**config.mk**
```make
export PLATFORM = sky130hd
export DESIGN_NAME = ad_capture_ctrl
export DESIGN_NICKNAME = d
export VERILOG_FILES = /design/src/rtl/ad_capture_ctrl.sv
export SDC_FILE = /design/constraint.sdc
export NUM_CORES = 1
export LEC_CHECK = 0
export ABC_AREA = 0
export ABC_CLOCK_PERIOD_IN_PS = 5250
export CORE_UTILIZATION = 50
export CTS_CLUSTER_DIAMETER = 80
export DETAILED_ROUTE_END_ITERATION = 10
export GPL_TIMING_DRIVEN = 0
export PLACE_DENSITY = 0.73
export SLEW_MARGIN = 25
export SYNTH_ARGS = -nofsm -noshare
export SYNTH_HDL_FRONTEND = slang
export SYNTH_SLANG_ARGS = --single-unit
```
**constraint.sdc**
```tcl
create_clock -name clk -period 5.25 [get_ports clk]
set_input_delay 0.525 -clock clk [delete_from_list [all_inputs] [get_ports clk]]
set_output_delay 0.525 -clock clk [all_outputs]
set_load 0.01 [all_outputs]
```
**src/rtl/ad_capture_ctrl.sv**
```systemverilog
// ============================================================================
//  Module   : ad_capture_ctrl
//  Brief    : Triggered AD acquisition controller that decimates the sample
//             stream, detects a level/slope trigger and fills one frame RAM
//             frame, handing it to the display with a done/ack handshake.
//  Revision : 1.0 - initial release
// ============================================================================
`default_nettype none

module ad_capture_ctrl #(
    parameter int DEPTH   = 480,
    parameter int ADDR_W  = 9,
    parameter int AUTO_TO = 1_000_000
) (
    input  logic              clk,
    input  logic              rst,
    input  logic [7:0]        ad_data,
    input  logic              ad_valid,
    input  logic              run,
    input  logic [1:0]        trig_mode,
    input  logic              trig_slope,
    input  logic [7:0]        trig_level,
    input  logic [15:0]       decim,
    input  logic              frame_ack,
    output logic              wr_en,
    output logic [ADDR_W-1:0] wr_addr,
    output logic [7:0]        wr_data,
    output logic              frame_done,
    output logic              trig_real,
    output logic              busy
);

    localparam int                TO_W        = (AUTO_TO > 1) ? $clog2(AUTO_TO) : 1;
    localparam logic [TO_W-1:0]   TO_LAST     = TO_W'(AUTO_TO - 1);
    localparam logic [ADDR_W-1:0] LAST_ADDR   = ADDR_W'(DEPTH - 1);
    localparam logic [1:0]        MODE_AUTO   = 2'b00;
    localparam logic [1:0]        MODE_SINGLE = 2'b10;

    typedef enum logic [1:0] {
        S_IDLE = 2'd0,
        S_WAIT = 2'd1,
        S_CAPT = 2'd2,
        S_HOLD = 2'd3
    } state_t;

    state_t              state_q, state_d;
    logic                run_dly_q, run_dly_d;
    logic [1:0]          mode_q, mode_d;
    logic                slope_q, slope_d;
    logic [7:0]          level_q, level_d;
    logic [15:0]         decim_q, decim_d;
    logic [15:0]         dcnt_q, dcnt_d;
    logic [7:0]          prev_q, prev_d;
    logic                prev_ok_q, prev_ok_d;
    logic [TO_W-1:0]     to_cnt_q, to_cnt_d;
    logic                to_hit_q, to_hit_d;
    logic [ADDR_W-1:0]   ptr_q, ptr_d;
    logic                wr_en_q, wr_en_d;
    logic [ADDR_W-1:0]   wr_addr_q, wr_addr_d;
    logic [7:0]          wr_data_q, wr_data_d;
    logic                frame_done_q, frame_done_d;
    logic                trig_real_q, trig_real_d;
    logic                busy_q, busy_d;

    logic                in_acq;
    logic                taken;
    logic                trig_hit;
    logic                enter_wait;
    logic                wr_now;
    logic [ADDR_W-1:0]   wr_target;

    assign in_acq   = (state_q == S_WAIT) || (state_q == S_CAPT);
    assign taken    = ad_valid && in_acq && (dcnt_q == 16'd0);
    assign trig_hit = prev_ok_q && (slope_q ? ((prev_q > level_q) && (ad_data <= level_q))
                                            : ((prev_q < level_q) && (ad_data >= level_q)));
    // The trigger sample always lands at address 0; later samples follow ptr_q.
    assign wr_target = (state_q == S_WAIT) ? '0 : ptr_q;

    always_comb begin
        state_d      = state_q;
        run_dly_d    = run;
        mode_d       = mode_q;
        slope_d      = slope_q;
        level_d      = level_q;
        decim_d      = decim_q;
        dcnt_d       = dcnt_q;
        prev_d       = prev_q;
        prev_ok_d    = prev_ok_q;
        to_cnt_d     = to_cnt_q;
        to_hit_d     = to_hit_q;
        ptr_d        = ptr_q;
        wr_en_d      = 1'b0;
        wr_addr_d    = wr_addr_q;
        wr_data_d    = wr_data_q;
        frame_done_d = frame_done_q;
        trig_real_d  = trig_real_q;
        enter_wait   = 1'b0;
        wr_now       = 1'b0;

        if (ad_valid && in_acq) begin
            dcnt_d = (dcnt_q == decim_q) ? 16'd0 : dcnt_q + 16'd1;
        end

        case (state_q)
            S_IDLE: begin
                if (run && ((trig_mode != MODE_SINGLE) || !run_dly_q)) begin
                    enter_wait = 1'b1;
                end
            end
            S_WAIT: begin
                if (!run) begin
                    state_d = S_IDLE;
                end else begin
                    if ((mode_q == MODE_AUTO) && !to_hit_q) begin
                        if (to_cnt_q == TO_LAST) begin
                            to_hit_d    = 1'b1;
                            trig_real_d = 1'b0;
                        end else begin
                            to_cnt_d = to_cnt_q + TO_W'(1);
                        end
                    end
                    // A real trigger overrides a coincident timeout.
                    if (taken) begin
                        if (trig_hit) begin
                            wr_now      = 1'b1;
                            trig_real_d = 1'b1;
                        end else if (to_hit_q) begin
                            wr_now = 1'b1;
                        end else begin
                            prev_d    = ad_data;
                            prev_ok_d = 1'b1;
                        end
                    end
                end
            end
            S_CAPT: begin
                if (taken) begin
                    wr_now = 1'b1;
                end
            end
            S_HOLD: begin
                if (frame_ack) begin
                    frame_done_d = 1'b0;
                    if ((mode_q == MODE_SINGLE) || !run) begin
                        state_d = S_IDLE;
                    end else begin
                        enter_wait = 1'b1;
                    end
                end
            end
            default: state_d = S_IDLE;
        endcase

        if (wr_now) begin
            wr_en_d   = 1'b1;
            wr_addr_d = wr_target;
            wr_data_d = ad_data;
            if (wr_target == LAST_ADDR) begin
                state_d      = S_HOLD;
                frame_done_d = 1'b1;
            end else begin
                state_d = S_CAPT;
                ptr_d   = wr_target + ADDR_W'(1);
            end
        end

        if (enter_wait) begin
            state_d   = S_WAIT;
            mode_d    = trig_mode;
            slope_d   = trig_slope;
            level_d   = trig_level;
            decim_d   = decim;
            dcnt_d    = 16'd0;
            prev_ok_d = 1'b0;
            to_cnt_d  = '0;
            to_hit_d  = 1'b0;
        end

        busy_d = (state_d == S_WAIT) || (state_d == S_CAPT);
    end

    always_ff @(posedge clk) begin
        if (rst) begin
            state_q      <= S_IDLE;
            run_dly_q    <= 1'b0;
            mode_q       <= 2'b00;
            slope_q      <= 1'b0;
            level_q      <= 8'd0;
            decim_q      <= 16'd0;
            dcnt_q       <= 16'd0;
            prev_q       <= 8'd0;
            prev_ok_q    <= 1'b0;
            to_cnt_q     <= '0;
            to_hit_q     <= 1'b0;
            ptr_q        <= '0;
            wr_en_q      <= 1'b0;
            wr_addr_q    <= '0;
            wr_data_q    <= 8'd0;
            frame_done_q <= 1'b0;
            trig_real_q  <= 1'b0;
            busy_q       <= 1'b0;
        end else begin
            state_q      <= state_d;
            run_dly_q    <= run_dly_d;
            mode_q       <= mode_d;
            slope_q      <= slope_d;
            level_q      <= level_d;
            decim_q      <= decim_d;
            dcnt_q       <= dcnt_d;
            prev_q       <= prev_d;
            prev_ok_q    <= prev_ok_d;
            to_cnt_q     <= to_cnt_d;
            to_hit_q     <= to_hit_d;
            ptr_q        <= ptr_d;
            wr_en_q      <= wr_en_d;
            wr_addr_q    <= wr_addr_d;
            wr_data_q    <= wr_data_d;
            frame_done_q <= frame_done_d;
            trig_real_q  <= trig_real_d;
            busy_q       <= busy_d;
        end
    end

    assign wr_en      = wr_en_q;
    assign wr_addr    = wr_addr_q;
    assign wr_data    = wr_data_q;
    assign frame_done = frame_done_q;
    assign trig_real  = trig_real_q;
    assign busy       = busy_q;

endmodule

`default_nettype wire

```
Word level (Yosys, flattened, before mapping)
Index checks and enable logic that the tools add are counted.
{ "word_totals": {"regBits": 106, "inputBits": 40, "out_inout_bits": 21, "elab_cells": 91} }
{ "classes": {"addsub": 3, "n_lt_le_gt_ge": 4, "n_eq_ne": 10, "mux": 29, "bitwise_logic": 4, "reduce_logical": 23} }
{ "op_table": {"columns": ["op", "count"], "rows": [
  ["adder 20 x 1 -> 20 bit (second input constant)", 1],
  ["== test 20 bit (second input constant)", 1],
  ["two-way mux 1 bit", 19],
  ["adder 16 x 1 -> 16 bit (second input constant)", 1],
  ["== test 16 bit", 1],
  ["zero test 16 bit", 1],
  ["two-way mux 16 bit", 1],
  ["two-way mux 2 bit", 5],
  ["adder 9 x 1 -> 9 bit (second input constant)", 1],
  ["== test 9 bit (second input constant)", 1],
  ["two-way mux 9 bit", 1],
  ["== test 2 bit (second input constant)", 4],
  ["greater-or-equal comparator 8 bit", 1],
  ["greater-than comparator 8 bit", 1],
  ["<= comparator 8 bit", 1],
  ["less-than comparator 8 bit", 1],
  ["AND reduction 4 bit", 2],
  ["logical AND 1 bit", 7],
  ["AND reduction 5 bit", 1],
  ["== test 2 x 1 -> 1 bit (second input constant)", 2],
  ["zero test 2 bit", 2],
  ["logical OR 1 bit", 4],
  ["inverter 1 bit", 4],
  ["one-hot mux 1 bit (2 select lines)", 2],
  ["other kinds (5)", 8]
]} }

Depth between registers and ports, before layout
{ "logic_depth": {"word_depth": 12, "mapped_depth": 11, "depth_no_buf": 10} }

Least setup slack after synthesis
Ideal clock, no wire load.
{ "synth_path": {"path_type": "register to register", "startpoint": "register level_q[1]", "endpoint": "register ptr_q[4]", "setup_time_ns": 0.130, "arrival_ns": 2.319, "required_ns": 5.120, "path_slack_ns": 2.801, "path_stages_with_launch": 12, "path_buffers": 1, "cell_sequence": "dfxtp_1 inv_1 ha_1 nor2b_1 o211ai_1 a21oi_1 a211o_1 and3_1 o41a_2 buf_2 a31oi_1 o21ai_0"} }
{ "synth_via": {"elab_chain_cells": 9} }
{ "synth_rtl": {"columns": ["item", "line_no", "source"], "rows": [
  ["from (decl)", "50", "logic [7:0] level_q, level_d;"],
  ["from (signal assigned)", "207", "level_q <= level_d;"],
  ["less-than comparator 8 bit (tied with other cells)", "75", ": ((prev_q < level_q) && (ad_data >= level_q)));"],
  ["logical AND 1 bit (on tied branches)", "75, 74", null],
  ["two-way mux 1 bit (*)", "74", "assign trig_hit = prev_ok_q && (slope_q ? ((prev_q > level_q) && (ad_data <= level_q))"],
  ["logical AND 1 bit (*)", "74", null],
  ["two-way mux 1 bit (*)", "124", "if (trig_hit) begin"],
  ["two-way mux 1 bit (*)", "123", "if (taken) begin"],
  ["two-way mux 1 bit (*)", "111", "if (!run) begin"],
  ["one-hot mux 1 bit (2 select lines) (*)", "104", "case (state_q)"],
  ["AND reduction 2 bit (no source line) (*)", null, null],
  ["to (signal assigned)", "214", "ptr_q <= ptr_d;"],
  ["to (decl)", "57", "logic [ADDR_W-1:0] ptr_q, ptr_d;"]
]} }
Mark *: on every way between the ends. The rest lies on a longest branch, timed or not.
A chain may end at the register's enable or synchronous reset.

Final worst setup path
{ "layout_path": {"startpoint": "input ad_data[1]", "endpoint": "register ptr_q[5]"} }
{ "layout_via": {"elab_chain_cells": 9} }
{ "layout_rtl": {"columns": ["item", "line_no", "source"], "rows": [
  ["from (decl)", "17", "input logic [7:0] ad_data,"],
  ["greater-or-equal comparator 8 bit / <= comparator 8 bit (equally long branches)", "75, 74", null],
  ["logical AND 1 bit (on tied branches)", "75, 74", null],
  ["two-way mux 1 bit (*)", "74", null],
  ["logical AND 1 bit (*)", "74", null],
  ["two-way mux 1 bit (*)", "124", null],
  ["two-way mux 1 bit (*)", "123", null],
  ["two-way mux 1 bit (*)", "111", null],
  ["one-hot mux 1 bit (2 select lines) (*)", "104", null],
  ["AND reduction 2 bit (no source line) (*)", null, null]
]} }
Marked as above.

==> flow_summary_export.csv <==
group,metric,value,unit
hold_path,hold_path_class,"reg -> reg",
synthesis,yosysTopAreaCell,"dfxtp_1",
pwr,p_switching,406,µW
sta,finClkSkew,8.36,ps
route,route.detailed.drc,0,
sta,post-route-period-util,0.588,
sta,setup-tns-final,0,ps
synthesis,ys_async_sr_fraction,0,
worst_setup_path,end_kind,"register",
sta,worst_pin_slew,733,ps
pwr,p_leak,2.23,nW
clocking,cts_made_buffers,9,
synthesis,synth_top_area_share,0.421,
synthesis,synth_top_family_by_area,"simple AND/OR/NAND/NOR gates",
synthesis,synth_xor_area_frac,0.0834,
clocking,cts_resized,0,
cells_and_area,area_delta_synth_final,19.2,%
sta,rsz0062_at_grt,"false",
die,rows,36,
die,coreArea,0.00977,mm²
worst_setup_path,path_max_fanout,7,
clocking,ctsHoldBuffers,0,
sta,max_freq,0.324,GHz
route,final_antenna_net_count,0,
cells_and_area,finalNonFillerCells,793,
sta,slew_violations,0,
pwr,p_comb_frac,0.129,
pwr,ir_drop,0.174,mV
die,start_util,0.516,
global_routing,grt_max_degree,18,
synthesis,synthTopCellsByCount,"106 x dfxtp_1, 96 x nor2_1, 58 x nand2_1, 37 x mux2i_1, 34 x a21oi_1",
worst_setup_path,crit_required,5510,ps
synthesis,yosys.area_share.simple,0.232,
synthesis,synth_edf_count,0,
cells_and_area,num_antenna_cells,0,
sta,relSlewSlack,0.512,
clocking,cts_setup_buffers,0,
die,dieWidth,102,µm
pwr,pwr_density_cell,259,mW/mm²
run,max_cap_viol_count,0,
global_routing,grt.overflow.total,0,
die,fp.dieH,102,µm
die,die_area,0.0105,mm²
synthesis,syn-cell-area,0.00504,mm²
synthesis,ys.warnings.count,0,
synthesis,synth_seq_cells,106,
sta,setup_slack,2160,ps
clocking,numClockSinks,106,
clocking,tritoncts,"built",
synthesis,syn_area_per_cell,8.62,µm²
route,dr.pass1.iters,7,
pwr,power_frac_clock,0.332,
route,drt_iter0_markers,189,
cells_and_area,fin_nets,720,
synthesis,synth-seq-area-share,0.421,
clocking,clock_latency,370,ps
status,outcome,"finished, final reports clean",
worst_setup_path,crit_type,"in -> reg",
route,wirelength,11400,µm
clocking,cts.clk_slew.worst_paths,90,ps
clocking,clockBufferDepth,2,
placement,dp_hpwl,8610,µm
placement,port_buffers,60,
synthesis,synth_fa_ha_area_frac,0.0596,
route,vias_per_cell,5.35,
clocking,root_buffer,"clkbuf_8",
placement,pre_cts_ws,1800,ps
worst_setup_path,critPathLaunchType,"input port",
global_routing,grt_usage,0.236,
synthesis,postSynthCellCount,585,
synthesis,synth_area_leaders,"dfxtp_1 42%, mux2i_1 7.3%, nor2_1 7.1%, ha_1 6.0%, xnor2_1 4.9%",
clocking,htreeDepth,3,
placement,place_congestion,0.880,
sta,timing.hold.ws,459,ps
pwr,seq_power_share,0.539,
route,vias,4243,
synthesis,ys.flop_type,"dfxtp_1",
global_routing,grt_first_pass_wirelength,19300,µm
global_routing,grt_antenna_before_repair,0,
global_routing,grt_pass1_vias,4168,
synthesis,synthMuxAreaShare,0.0734,
sta,hold_violations,0,
sta,period_minus_slack,3090,ps
die,io_pins,61,
pwr,switching_share,0.260,
sta,finalSetupViolCount,0,
cells_and_area,drive_gt1_frac,0.0470,
worst_setup_path,arrival,3350,ps
synthesis,synth-compound-area-share,0.0943,
synthesis,synth_cell_type_count,52,
placement,dp_cells,778,
route,routedWlPerCell,14.4,µm
synthesis,yosysMostFrequentCell,"dfxtp_1",
pwr,p_int,1.15,mW
synthesis,syn_nets,649,
## flip-flops by register name, summed over array words and instances (netlist names), 2 cells and up
register and count:
to_cnt_q 20, dcnt_q 16, decim_q 16, ptr_q 9, wr_addr 9, level_q 8, prev_q 8, wr_data 8
mode_q 2, state_q 2
## cell type report
class	instances	area, µm²
Buffer	25	103
Clock buffer	10	138
Clock inverter	5	62.6
Fill cell	889	3760
Inverter	22	82.6
Multi-Input combinational cell	432	2740
Sequential cell	106	2120
Tap cell	133	166
Timing Repair Buffer	60	601
## worst max-delay path, cell delays in order
cell and delay [ps]:
clkdlybuf4s50_1 500, ha_1 350, nor2b_1 140, o211ai_1 190, a31oi_1 110, nor2_1 170
nor3_1 120, o41ai_2 700, nor2_1 270, a32o_1 290
## per-stage QoR
step / power (mW) / cell area, µm² / utilization
global placement: 1.05 / 5810 / 0.594
CTS: 1.57 / 6010 / 0.615
global route: 1.63 / 6010 / 0.615
finish: 1.56 / 6010 / 0.615
detailed placement: 1.06 / 5810 / 0.594
floorplan: 0.985 / 5040 / -
## metal layers
layer	share of wire	routed length, µm	GRT usage	vias up
met5	0	0	0	-
met4	0.013	152	0.0758	0
met3	0.041	471	0.0445	10
met2	0.48	5510	0.404	110
met1	0.46	5250	0.299	1992
li1	-	-	-	2131
## worst paths after layout
check / startpoint / end / cells past startpoint / slack, ps
worst max register to register: state_q[0] / ptr_q[1] / 10 / 2210
worst max-delay path: ad_data[1] / ptr_q[5] / 10 / 2160
worst min register to register: wr_addr[4] / wr_addr[4] / 2 / 460
worst min-delay path: wr_addr[4] / wr_addr[4] / 2 / 460
## power groups by stage
stage | Sequential (mW) | Clock (mW) | Combinational, mW
6_report | 0.840 | 0.518 | 0.201
4_1_cts | 0.840 | 0.530 | 0.201
3_3_place_gp | 0.858 | 0 | 0.195
2_1_floorplan | 0.855 | 0 | 0.130
5_1_grt | 0.843 | 0.559 | 0.223
3_5_place_dp | 0.859 | 0 | 0.200
## kinds of logic (layout without fill, tap and decap cells)
| kind of cell | after synthesis | after routing |
|---|---|---|
| AOI/OAI and AO/OA | 76 | 76 |
| xor gates and xnor gates | 48 | 48 |
| adders and majority gates | 24 | 24 |
| buffers and inverters | 47 | 122 |
| DFF | 106 | 106 |
| muxes | 37 | 37 |
| and+or+nand+nor | 247 | 247 |
## layout by cell type (no fill, tap or decap), types with 8 or more instances in the layout
cell,instances
and3_1,9
clkdlybuf4s50_1,60
o21ai_0,15
ha_1,24
mux2i_1,37
nor2b_1,10
inv_1,22
nor3_1,8
xor2_1,20
clkbuf_1,15
nand3_1,23
a21oi_1,34
nand2_1,58
nor2_1,96
dfxtp_1,106
nand4_1,11
clkbuf_8,10
xnor2_1,28
No activity file was read; power rests on OpenSTA's default activity.
